$ cat src/rtl/gavgpool_arb.sv
// Round-robin arbiter sharing one gavgpool between NUM_CH streams, tagging each average with its channel.
// Define GAVGPOOL_ARB_B2B_EN to chain grants back-to-back without the one-cycle arbitration bubble.
module gavgpool_arb #(
    parameter int DATA_WIDTH = 12,
    parameter int POOL_SIZE  = 250,
    parameter int NUM_CH     = 4,
    parameter int TAG_DEPTH  = 4
) (
    input  logic                           clk,
    input  logic                           rst,
    input  logic [NUM_CH-1:0]              ch_valid_in,
    output logic [NUM_CH-1:0]              ch_ready_in,
    input  logic [NUM_CH*DATA_WIDTH-1:0]   ch_data_in,
    input  logic                           pool_ready_in,
    output logic                           pool_valid_in,
    output logic [DATA_WIDTH-1:0]          pool_data_in,
    output logic                           pool_ready_out,
    input  logic                           pool_valid_out,
    input  logic [DATA_WIDTH-1:0]          pool_data_out,
    input  logic                           res_ready_out,
    output logic                           res_valid_out,
    output logic [DATA_WIDTH-1:0]          res_data_out,
    output logic [$clog2(NUM_CH)-1:0]      res_ch_out
);

    localparam int CH_W  = $clog2(NUM_CH);
    localparam int CNT_W = (POOL_SIZE > 1) ? $clog2(POOL_SIZE) : 1;
    localparam int AW    = $clog2(TAG_DEPTH);
    localparam int PTR_W = AW + 1;

    typedef enum logic {IDLE, STREAM} state_t;

    state_t            state;
    logic [CH_W-1:0]   grant;
    logic [CH_W-1:0]   last_ch;
    logic [CNT_W-1:0]  beat_cnt;

    logic [CH_W-1:0]   tag_mem [TAG_DEPTH];
    logic [PTR_W-1:0]  wr_ptr;
    logic [PTR_W-1:0]  rd_ptr;
    logic              fifo_empty;
    logic              fifo_full;

    logic              hs;
    logic              last_beat;
    logic              push;
    logic              pop;
    logic [CH_W-1:0]   idle_pick;

    // Lowest offset after 'last' wins: scan from the far end so nearer hits overwrite.
    function automatic logic [CH_W-1:0] rr_pick(input logic [NUM_CH-1:0] req,
                                                input logic [CH_W-1:0]   last);
        logic [CH_W-1:0] pick;
        int              idx;
        pick = last;
        for (int i = NUM_CH; i >= 1; i--) begin
            idx = (int'(last) + i) % NUM_CH;
            if (req[idx]) pick = CH_W'(idx);
        end
        return pick;
    endfunction

    always_comb begin
        ch_ready_in   = '0;
        pool_valid_in = 1'b0;
        pool_data_in  = '0;
        if (state == STREAM) begin
            pool_valid_in      = ch_valid_in[grant];
            pool_data_in       = ch_data_in[grant*DATA_WIDTH +: DATA_WIDTH];
            ch_ready_in[grant] = pool_ready_in;
        end
    end

    assign hs         = pool_valid_in & pool_ready_in;
    assign last_beat  = hs && (beat_cnt == CNT_W'(POOL_SIZE - 1));
    assign push       = last_beat;
    assign pop        = res_valid_out & res_ready_out;
    assign idle_pick  = rr_pick(ch_valid_in, last_ch);

    assign fifo_empty = (wr_ptr == rd_ptr);
    assign fifo_full  = (wr_ptr[AW] != rd_ptr[AW]) && (wr_ptr[AW-1:0] == rd_ptr[AW-1:0]);

    // Results are only presented once a tag exists, which also keeps them quiet through reset.
    assign res_valid_out  = pool_valid_out & ~fifo_empty;
    assign res_data_out   = pool_data_out;
    assign res_ch_out     = fifo_empty ? '0 : tag_mem[rd_ptr[AW-1:0]];
    assign pool_ready_out = res_ready_out;

`ifdef GAVGPOOL_ARB_B2B_EN
    logic            b2b_room;
    logic [CH_W-1:0] b2b_pick;
    assign b2b_room = (int'(wr_ptr - rd_ptr) + 1 - int'(pop)) < TAG_DEPTH;
    assign b2b_pick = rr_pick(ch_valid_in, grant);
`endif

    always_ff @(posedge clk or negedge rst) begin
        if (!rst) begin
            state    <= IDLE;
            grant    <= '0;
            last_ch  <= CH_W'(NUM_CH - 1);
            beat_cnt <= '0;
        end else begin
            case (state)
                IDLE: begin
                    if (|ch_valid_in && !fifo_full) begin
                        grant    <= idle_pick;
                        beat_cnt <= '0;
                        state    <= STREAM;
                    end
                end
                STREAM: begin
                    if (last_beat) begin
                        last_ch  <= grant;
                        beat_cnt <= '0;
`ifdef GAVGPOOL_ARB_B2B_EN
                        if (|ch_valid_in && b2b_room) grant <= b2b_pick;
                        else                          state <= IDLE;
`else
                        state    <= IDLE;
`endif
                    end else if (hs) begin
                        beat_cnt <= beat_cnt + 1'b1;
                    end
                end
                default: state <= IDLE;
            endcase
        end
    end

    always_ff @(posedge clk or negedge rst) begin
        if (!rst) begin
            wr_ptr <= '0;
            rd_ptr <= '0;
        end else begin
            if (push) wr_ptr <= wr_ptr + 1'b1;
            if (pop)  rd_ptr <= rd_ptr + 1'b1;
        end
    end

    // NOTE: tag storage has no reset; the pointers define which entries are live.
    always_ff @(posedge clk) begin
        if (push) tag_mem[wr_ptr[AW-1:0]] <= grant;
    end

`ifndef SYNTHESIS
    no_result_without_tag: assert property (@(posedge clk) disable iff (!rst)
        !(pool_valid_out && fifo_empty));
`endif

endmodule

$ cat config.mk
export PLATFORM = sky130hd
export DESIGN_NAME = gavgpool_arb
export DESIGN_NICKNAME = d
export VERILOG_FILES = /design/src/rtl/gavgpool_arb.sv
export SDC_FILE = /design/constraint.sdc
export NUM_CORES = 1
export LEC_CHECK = 0
export CAP_MARGIN = 20
export CORE_ASPECT_RATIO = 2
export CORE_UTILIZATION = 35
export CTS_CLUSTER_SIZE = 40
export DETAILED_ROUTE_END_ITERATION = 10
export PLACE_DENSITY_LB_ADDON = 0.05
export RECOVER_POWER = 50
export SETUP_SLACK_MARGIN = 0.05
export SLEW_MARGIN = 10
export SYNTH_ARGS = -nofsm -noshare
export SYNTH_HDL_FRONTEND = slang
export SYNTH_SLANG_ARGS = --single-unit
$ cat constraint.sdc
create_clock -name clk -period 2.24 [get_ports clk]
set_clock_uncertainty 0.05 [all_clocks]
set_input_delay 0.448 -clock clk [delete_from_list [all_inputs] [get_ports clk]]
set_output_delay 0.448 -clock clk [all_outputs]
set_load 0.01 [all_outputs]
==> run summary <==
share of cells above drive strength 1 - 33.8%
grt total ovfl - 0
startpoint types - register
CP Cell Sequence - buf_12 -> buf_6 -> mux4_2 -> and2_4 -> buf_6
number of buffers inserted by port buffering - 77
Synth Warn # - 0
Mapped Avg Cell Area - 11.2 um2
Post-Syn Area - 2070 um2
die width - 56.4 um
outcome - finished clean
slew margin rel. - 24.0%
CP arrival - 1.70 ns
design area - 3180 um2
clk buf depth - 2
synthesized netlist cell count - 185
core region area - 5710 um2
period utilization - 98.0%
P per Cell Area - 501 nW/um2
max-slew violations - 0
Root Buffer - clkbuf_16
fin nets - 355
max incr delay on CP - 0.51 ns
final hold violation count - 0
FP Rows - 39
VDD IR max - 0.452 mV
initial antenna violation count - 0
Top cell by count, worst path - buf_6
#FFs+latches synth - 27
Required @ worst endpoint - 1.74 ns
most frequent cells in the layout - clkdlybuf4s50_1, buf_4, mux4_2
CP Capture Type - primary output
Main synth FF type - dfrtp_1
RSZ-0062 raised after global routing - true
Post-synth ARST share - 70.4%
CP Class - reg2out
post-DP HPWL - 4630 um
Achievable Freq - 0.456 GHz
DRT iter0 DRCs - 55
CTS tree - built
most common cell after layout, fill and taps aside - clkdlybuf4s50_1
drt drc - 0
die area - 6250 um2
routed via count - 1784
H-Tree Depth - 1
Placer Congestion - 0.778
Starting Density - 36.3%
Final Setup Violations - 0
share of the yosys chip area belonging to registers - 34.6%
First-pass DRT Iterations - 4
EDFF count, synth - 8
number of antenna diodes - 0
synthesized net count - 261
Clk Latency, worst-skew pair - 0.27 ns
fill count - 518
synth unique cells - 48
Layout Utilization - 55.6%
largest net degree at the start of global routing - 21
post-cts hold buffer count - 0
drt via density - 5.26
antenna viol nets, final - 0
Worst Tran Pin Value - 1.14 ns
MaxCap Viol Count - 0
setup TNS - 0 ns
dpl cell area - 2950 um2
WL per Instance - 17.3 um
Synth area leaders - dfrtp_1, mux4_2, edfxtp_1
Hold Crit Class - reg2reg
CTS buffer count - 3
dominant cell type by area after synthesis - dfrtp_1
crit path max-delay cell type - mux4_2
Worst-path clk slew - 0.07 ns
height of the die - 111 um
first-pass GRT wire length - 9260 um
clock sink count - 27
Pwr Total - 1.59 mW
Crit Path Max Fanout - 6
vias in the first global route - 1867
Post-Route WL - 5870 um
Overall Global Routing Usage - 19.4%
Synth top area share - 20.5%
IO Count - 102
P&R area growth vs syn - 53.2%
Leak - 1.34 nW
Final min period - 2.19 ns
-- worst max-delay path: cells and delay by family (launching register included) --
kind                   cells  cell delay, ns
buffers and inverters      3            0.33
AND/OR/NAND/NOR            1            0.18
multiplexers               1            0.51
flip-flops                 1            0.41
-- through the flow --
| step | hold WS, ns | std cells | setup WS (ns) |
|---|---|---|---|
| 6_report | 0.441 | 339 | 0.0450 |
| 5_1_grt | 0.448 | 339 | -0.00129 |
| 4_1_cts | 0.475 | 334 | -0.0965 |
| 3_5_place_dp | 0.433 | 322 | -0.273 |
| 3_3_place_gp | 0.429 | 322 | -0.261 |
| 2_1_floorplan | 0.102 | 185 | 0.226 |
-- layer usage --
metal	vias up	track usage (%)	part of all wire, %
li1	849	-	-
met1	866	17.5	32
met2	60	39.5	61
met3	9	4.08	4.6
met4	0	6.34	2.2
met5	-	0	0
-- final timing paths --
kind | cells after the start | slack, ns | endpoint | start
setup / recovery | 5 | 0.05 | pool_valid_in | grant[0]$_DFFE_PN0P_
hold / removal | 1 | 0.44 | wr_ptr[2]$_DFFE_PN0P_ | wr_ptr[2]$_DFFE_PN0P_
setup reg to reg | 8 | 0.14 | beat_cnt[5]$_DFFE_PN0P_ | grant[0]$_DFFE_PN0P_
hold reg to reg | 1 | 0.44 | wr_ptr[2]$_DFFE_PN0P_ | wr_ptr[2]$_DFFE_PN0P_
max in group asynchronous | 2 | 0.51 | rd_ptr[1]$_DFFE_PN0P_ | rst
min in group asynchronous | 2 | 0.87 | grant[0]$_DFFE_PN0P_ | rst
-- power by group --
group / internal [mW] / total, mW / switching, mW / leakage (nW)
combinational: 0.347 / 0.544 / 0.197 / 0.990
clock: 0.247 / 0.427 / 0.180 / 0.0415
sequential: 0.557 / 0.620 / 0.0632 / 0.309
total: 1.15 / 1.59 / 0.440 / 1.34
-- cell usage after synthesis (2+ instances only) --
cell       n
xnor2_1    5
nand2_1    9
ha_1       7
buf_2      4
dfrtp_1   17
a21oi_1    3
nor2_1     7
edfxtp_1   8
buf_4     15
nand2b_1   2
nand3_1   13
mux2i_1    6
and2_1    20
o21ai_0    4
xor2_1     2
mux4_2    14
a21oi_2    3
dfstp_2    2
inv_1      5
nand3b_1   5
mux2_2     3
o21ai_1    2
buf_6      2
a21o_1     2
nand4_1    2
-- logic make-up after synthesis --
logic type / after synthesis / share of synthesized area (%)
simple gates: 70 / 21.2
buf+inv: 29 / 8.93
flops: 27 / 34.6
mux: 24 / 21.0
compound gates: 21 / 7.06
xor+xnor: 7 / 2.96
fa+ha+maj: 7 / 4.22
-- layout make-up --
class / count / area [um2] / share of cell area (%)
clock buffers: 3 / 75.1 / 2.36
clock inverters: 1 / 8.76 / 0.276
inverters: 6 / 22.5 / 0.709
multi-input cells: 129 / 1210 / 38.0
flip-flops and latches: 27 / 722 / 22.7
well taps: 61 / 76.3 / 2.40
repair buffers: 112 / 1060 / 33.5
-- sequential cells by signal (all words and copies together), names as in the netlist --
signal and flops:
wr_ptr 3, beat_cnt 8, tag_mem 8, last_ch 2, grant 2, state 1, rd_ptr 3
-- repair_timing --
| action | in CTS | in global routing |
|---|---|---|
| gates cloned | 1 | 0 |
| pin swaps | 3 | 4 |
| setup buffers | 7 | 6 |
| gates resized for setup | 79 | 16 |
| endpoints found under the setup margin | 20 | 26 |
No activity file was read; power rests on OpenSTA's default activity.
